$ cat config.mk
export PLATFORM = sky130hd
export DESIGN_NAME = pipeline_controller
export DESIGN_NICKNAME = d
export VERILOG_FILES = /design/src/rtl/pipeline_controller_pkg.sv /design/src/rtl/pipeline_controller_stall_watchdog.sv /design/src/rtl/pipeline_controller.sv
export SDC_FILE = /design/constraint.sdc
export NUM_CORES = 1
export LEC_CHECK = 0
export ABC_AREA = 1
export CAP_MARGIN = 20
export CORE_MARGIN = 2
export CORE_UTILIZATION = 50
export CTS_BUF_LIST = sky130_fd_sc_hd__clkbuf_8
export CTS_CLUSTER_DIAMETER = 200
export DETAILED_ROUTE_END_ITERATION = 12
export GPL_TIMING_DRIVEN = 0
export PLACE_DENSITY = 0.83
export SYNTH_ARGS = -nofsm -noshare
export SYNTH_HDL_FRONTEND = slang
export SYNTH_SLANG_ARGS = --single-unit
export TNS_END_PERCENT = 100
$ cat constraint.sdc
create_clock -name clock -period 2.12 [get_ports clock]
set_input_delay 0.212 -clock clock [delete_from_list [all_inputs] [get_ports clock]]
set_output_delay 0.212 -clock clock [all_outputs]
set_load 0.03 [all_outputs]
$ cat src/rtl/pipeline_controller_pkg.sv
// Shared definitions for the pipeline stall/flush sequencer and the pipeline latches.
//  - STALL_* bit indices into the 5-bit hold vector (pc, if_id, id_ex, ex_mem, mem_wb)
//  - STALL_MEM/EX/ID/IF hold vectors; a deeper stage also holds every latch in front of it
//  - controller state encoding (RUN, PENDING)
//  - RESET_ENABLE / WRITE_DISABLE levels used by the latch modules
package pipeline_controller_pkg;

    localparam int STALL_W      = 5;
    localparam int STALL_PC     = 0;
    localparam int STALL_IF_ID  = 1;
    localparam int STALL_ID_EX  = 2;
    localparam int STALL_EX_MEM = 3;
    localparam int STALL_MEM_WB = 4;

    localparam logic [STALL_W-1:0] STALL_NONE = 5'b00000;
    localparam logic [STALL_W-1:0] STALL_IF   = 5'b00001;
    localparam logic [STALL_W-1:0] STALL_ID   = 5'b00011;
    localparam logic [STALL_W-1:0] STALL_EX   = 5'b00111;
    localparam logic [STALL_W-1:0] STALL_MEM  = 5'b01111;

    localparam logic RESET_ENABLE  = 1'b1;
    localparam logic WRITE_DISABLE = 1'b0;

    typedef enum logic {
        RUN     = 1'b0,
        PENDING = 1'b1
    } controller_state_t;

    // Deepest requesting stage wins; its vector already covers the shallower ones.
    function automatic logic [STALL_W-1:0] stall_decode(
        input logic if_req,
        input logic id_req,
        input logic ex_req,
        input logic mem_req
    );
        if (mem_req)     return STALL_MEM;
        else if (ex_req) return STALL_EX;
        else if (id_req) return STALL_ID;
        else if (if_req) return STALL_IF;
        else             return STALL_NONE;
    endfunction

endpackage

$ cat src/rtl/pipeline_controller_stall_watchdog.sv
// stall_watchdog: consecutive-stall watchdog plus saturating stall-cycle perf counter.
// Ports:
//  clock, reset          rising-edge clock, synchronous active-high reset
//  stall_active          any hold bit set this cycle
//  flush                 flush pulse this cycle (restarts the consecutive count)
//  stall_timeout         sticky, set once WATCHDOG_CYCLES consecutive stall cycles are seen
//  stall_cycle_count     saturating count of cycles with stall_active
module stall_watchdog #(
    parameter int WATCHDOG_CYCLES = 1024,
    parameter int COUNTER_WIDTH   = 32
) (
    input  logic                     clock,
    input  logic                     reset,
    input  logic                     stall_active,
    input  logic                     flush,
    output logic                     stall_timeout,
    output logic [COUNTER_WIDTH-1:0] stall_cycle_count
);

    localparam int WD_W = $clog2(WATCHDOG_CYCLES + 1);
    localparam logic [WD_W-1:0] WD_LIMIT = WD_W'(WATCHDOG_CYCLES);

    logic [WD_W-1:0] run_count;
    logic            counting;

    assign counting = stall_active && !flush;

    always_ff @(posedge clock) begin
        if (reset) begin
            run_count         <= '0;
            stall_timeout     <= 1'b0;
            stall_cycle_count <= '0;
        end else begin
            // Consecutive counter parks at the limit instead of wrapping.
            if (!counting)
                run_count <= '0;
            else if (run_count != WD_LIMIT)
                run_count <= run_count + WD_W'(1);

            // This cycle is stall number run_count+1; timeout lands when that reaches the limit.
            if (counting && run_count >= WD_LIMIT - WD_W'(1))
                stall_timeout <= 1'b1;

            if (stall_active && stall_cycle_count != '1)
                stall_cycle_count <= stall_cycle_count + COUNTER_WIDTH'(1);
        end
    end

endmodule

$ cat src/rtl/pipeline_controller.sv
// pipeline_controller: stall/flush sequencer for the 5-stage pipeline.
// Ports:
//  clock, reset                      rising-edge clock, synchronous active-high reset
//  if/id/ex/mem_stall_request        per-stage stall requests
//  exception_request/_address        MEM-stage exception (level) and handler entry address
//  exception_accept                  one-cycle pulse, exception taken
//  stall[4:0]                        hold per latch ([0]pc .. [4]mem_wb), combinational
//  flush, redirect_enable            one-cycle registered pulses
//  redirect_address                  new PC, valid with redirect_enable
//  stall_timeout, stall_cycle_count  watchdog and perf counter
module pipeline_controller
    import pipeline_controller_pkg::*;
#(
    parameter int WATCHDOG_CYCLES = 1024,
    parameter int COUNTER_WIDTH   = 32
) (
    input  logic                     clock,
    input  logic                     reset,
    input  logic                     if_stall_request,
    input  logic                     id_stall_request,
    input  logic                     ex_stall_request,
    input  logic                     mem_stall_request,
    input  logic                     exception_request,
    input  logic [31:0]              exception_address,
    output logic                     exception_accept,
    output logic [STALL_W-1:0]       stall,
    output logic                     flush,
    output logic                     redirect_enable,
    output logic [31:0]              redirect_address,
    output logic                     stall_timeout,
    output logic [COUNTER_WIDTH-1:0] stall_cycle_count
);

    controller_state_t state;
    logic              take_exception;

    // The producer still holds exception_request during the accept cycle, so
    // nothing is taken while the accept pulse is out.
    always_comb begin
        take_exception = 1'b0;
        stall          = STALL_NONE;
        if (!exception_accept) begin
            if (state == PENDING)
                take_exception = !mem_stall_request;
            else
                take_exception = exception_request && !mem_stall_request;
        end
        // A pending or firing flush overrides every stall request.
        if (!flush && !take_exception) begin
            if (state == PENDING)
                stall = STALL_MEM;
            else
                stall = stall_decode(if_stall_request, id_stall_request,
                                     ex_stall_request, mem_stall_request);
        end
    end

    always_ff @(posedge clock) begin
        if (reset) begin
            state            <= RUN;
            flush            <= 1'b0;
            redirect_enable  <= 1'b0;
            exception_accept <= 1'b0;
            redirect_address <= '0;
        end else begin
            flush            <= take_exception;
            redirect_enable  <= take_exception;
            exception_accept <= take_exception;
            if (take_exception)
                redirect_address <= exception_address;

            case (state)
                RUN:
                    if (exception_request && mem_stall_request && !exception_accept)
                        state <= PENDING;
                PENDING:
                    if (!mem_stall_request)
                        state <= RUN;
                default:
                    state <= RUN;
            endcase
        end
    end

    stall_watchdog #(
        .WATCHDOG_CYCLES (WATCHDOG_CYCLES),
        .COUNTER_WIDTH   (COUNTER_WIDTH)
    ) u_watchdog (
        .clock             (clock),
        .reset             (reset),
        .stall_active      (|stall),
        .flush             (flush),
        .stall_timeout     (stall_timeout),
        .stall_cycle_count (stall_cycle_count)
    );

endmodule
==> flow_summary.toml <==
[synthesis]
synth_fp_nets = 640
synth-seq-cells = 78
syn_avg_cell_area_sq_um = 6.79
syn-cell-area_sq_um = 4060
ys_seq_area_share_pct = 38.4
synth_edf_count = 0
yosys_warnings = 0
syn_inst = 598
async_flop_share_pct = 0
ys.flop_type = "dfxtp_1"
yosysUniqueCellTypes = 27

[placed_design]
io_buffer_count = 110
dpl.cell_count = 810
hpwl_um = 8550
place_congestion = 0.934

[critical_path]
start_kind = "flip-flop"
crit_type = "reg2reg"
critical_path_arrival_ps = 2140
r2r_cells = 11
critical_path.max_fanout = 10
cp.required_ps = 2350
end_kind = "flip-flop"

[cts]
post-cts-setup-buffer-count = 0
htreeDepth = 3
clkSinkCount = 78
cts-root-buf = "clkbuf_8"
path_clk_slew_ps = 90
ctsHoldBuffers = 0
clockBufferDepth = 2
cts_buffers = 9
cts_tree = "built"
clkLatencyLatePin_ps = 360

[grt]
grt-ovfl-total = 0
grt_usage_pct = 25.6
antenna_found_initial = 0
first_global_vias = 3996
grt_pass1_wl_um = 18000
grt_max_degree = 16

[detailed_routing]
wire_per_inst_um = 13.2
route.met3.wl_um = 753
drt-initial-drc-count = 152
wl_met2_um = 5310
wl_um = 10900
via_per_inst = 5.01
drc_errors = 0
highest_layer = "met4"
wirelength_met1_um = 4560
ant_nets = 0
vias = 4140
drt-pass1-iter-count = 4

[floorplan]
die_x_um = 94.1
rows = 32
dieArea_sq_um = 8860
die_h_um = 94.1
initial_utilization_pct = 52.0
core-area_sq_um = 7810
ioPinCount = 112

[min_path]
hold_path_depth = 2
hp-class = "reg2reg"

[timing]
setup_violations = 0
setup_tns_ps = 0
clock.fmax_ghz = 0.522
drv_slew = 0
rsz0062_at_grt = "false"
hold_violations = 0
finalCriticalPeriod_ps = 1920
final.setup_skew_ps = 9.09
worst_pin_slew_ps = 676
finalCritPeriodShare_pct = 90.4
maxSlewHeadroom_pct = 54.9

[outcome]
outcome = "completed"

[pwr]
p_leak_uw = 0.00201
power.density_nw_per_um2 = 621
power_uw = 3430
ir_drop_mv = 0.522

[final_layout]
syn2layout_area_growth_pct = 36.0
drive_above_1_share_pct = 8.70
final_util_pct = 70.8
nets = 761
fin_cells = 826
diodes = 0

[job]
cap_violations = 0
==> cells by family (layout without fill, tap and decap cells) <==
logic type	Yosys count	after routing	share of synthesized area, %
and+or+nand+nor	293	293	31.1
AOI/OAI and AO/OA	109	109	15.2
buffers and inverters	98	224	10.7
DFF	78	78	38.4
xor gates and xnor gates	16	16	3.45
adders and majority gates	3	3	0.924
other	1	1	0.0923
==> final timing paths <==
| kind | start | end | slack [ps] |
|---|---|---|---|
| setup reg to reg | u_watchdog.stall_cycle_count[1] | u_watchdog.stall_cycle_count[29] | 200 |
| hold / removal | redirect_address[20] | redirect_address[20] | 450 |
| setup / recovery | u_watchdog.stall_cycle_count[1] | u_watchdog.stall_cycle_count[29] | 200 |
| hold reg to reg | redirect_address[20] | redirect_address[20] | 450 |
==> synthesized netlist by cell type (4+ instances only) <==
master / number / share of area (%)
buf_4: 5 / 0.92
inv_1: 73 / 6.7
nand3_1: 23 / 2.8
o21ai_0: 37 / 4.6
dfxtp_1: 78 / 38
nand2_1: 160 / 15
a21oi_2: 19 / 4.1
clkbuf_1: 14 / 1.3
nand2_2: 7 / 1.1
nor3_1: 7 / 0.86
xor2_1: 13 / 2.8
a21oi_1: 52 / 6.4
nand4_1: 13 / 2.0
nor2_1: 72 / 6.7
nand2_4: 4 / 1.1
==> report_power, final <==
group	total, uW	internal, uW	leakage [uW]	switching, uW
logic	581	248	0.00126	333
registers	1570	1520	0.000636	42.4
clock network	1280	681	0.000112	601
==> flip-flops by register name, summed over array words and instances, names as in the netlist <==
name	count
state	1
u_watchdog.stall_cycle_count	32
u_watchdog.run_count	11
u_watchdog.stall_timeout	1
redirect_enable	1
redirect_address	32
==> layout make-up <==
| cell class | instances | area, sq um |
|---|---|---|
| clock inverter | 7 | 105 |
| multi-input combinational | 422 | 2080 |
| tap | 102 | 128 |
| sequential | 78 | 1560 |
| clock buffer | 9 | 124 |
| inverter | 76 | 285 |
| buffer | 22 | 150 |
| timing repair buffer | 110 | 1090 |
| fill | 664 | 2280 |
==> metrics by stage <==
| step | cell area, sq um | setup WS, ps | hold slack, ps |
|---|---|---|---|
| after CTS | 5520 | 19.3 | 449 |
| after floorplan | 4060 | 116 | 353 |
| after detailed placement | 5290 | -183 | 435 |
| final | 5530 | 203 | 446 |
| after global placement | 5290 | -139 | 431 |
| after global routing | 5530 | 60.1 | 464 |
==> layout by cell type (no fill, tap or decap), drive strengths merged, types with 2 or more instances in the layout <==
cell	n
bufinv	2
clkbuf	24
nand2	171
dfxtp	78
nand3	23
buf	8
nor2	77
o21ai	37
xor2	13
xnor2	3
a21oi	71
ha	3
clkdlybuf4s50	106
inv	77
nand4	13
dlygate4sd2	3
nor3	7
clkinv	3
==> repair_timing <==
action / 4_1_cts / 5_1_grt
gates resized for setup: 4 / 5
endpoints found under the setup margin: 4 / 24
pin swaps: 0 / 0
==> per-layer routing <==
metal	GRT usage (%)	vias up
met2	42.9	118
met5	0	-
li1	-	2127
met3	6.90	26
met1	30.9	1869
met4	10.5	0
==> worst max-delay path, stage by stage, from the launching register on <==
cell and delay, ps:
dfxtp_1 440, ha_4 210, inv_1 80, nor2_4 190, nand2_4 110, nor2_8 130, nand2_4 90, nand2_4 80
inv_2 110, buf_4 190, nand2_1 90, a21oi_2 50
No activity file was read; power rests on OpenSTA's default activity.
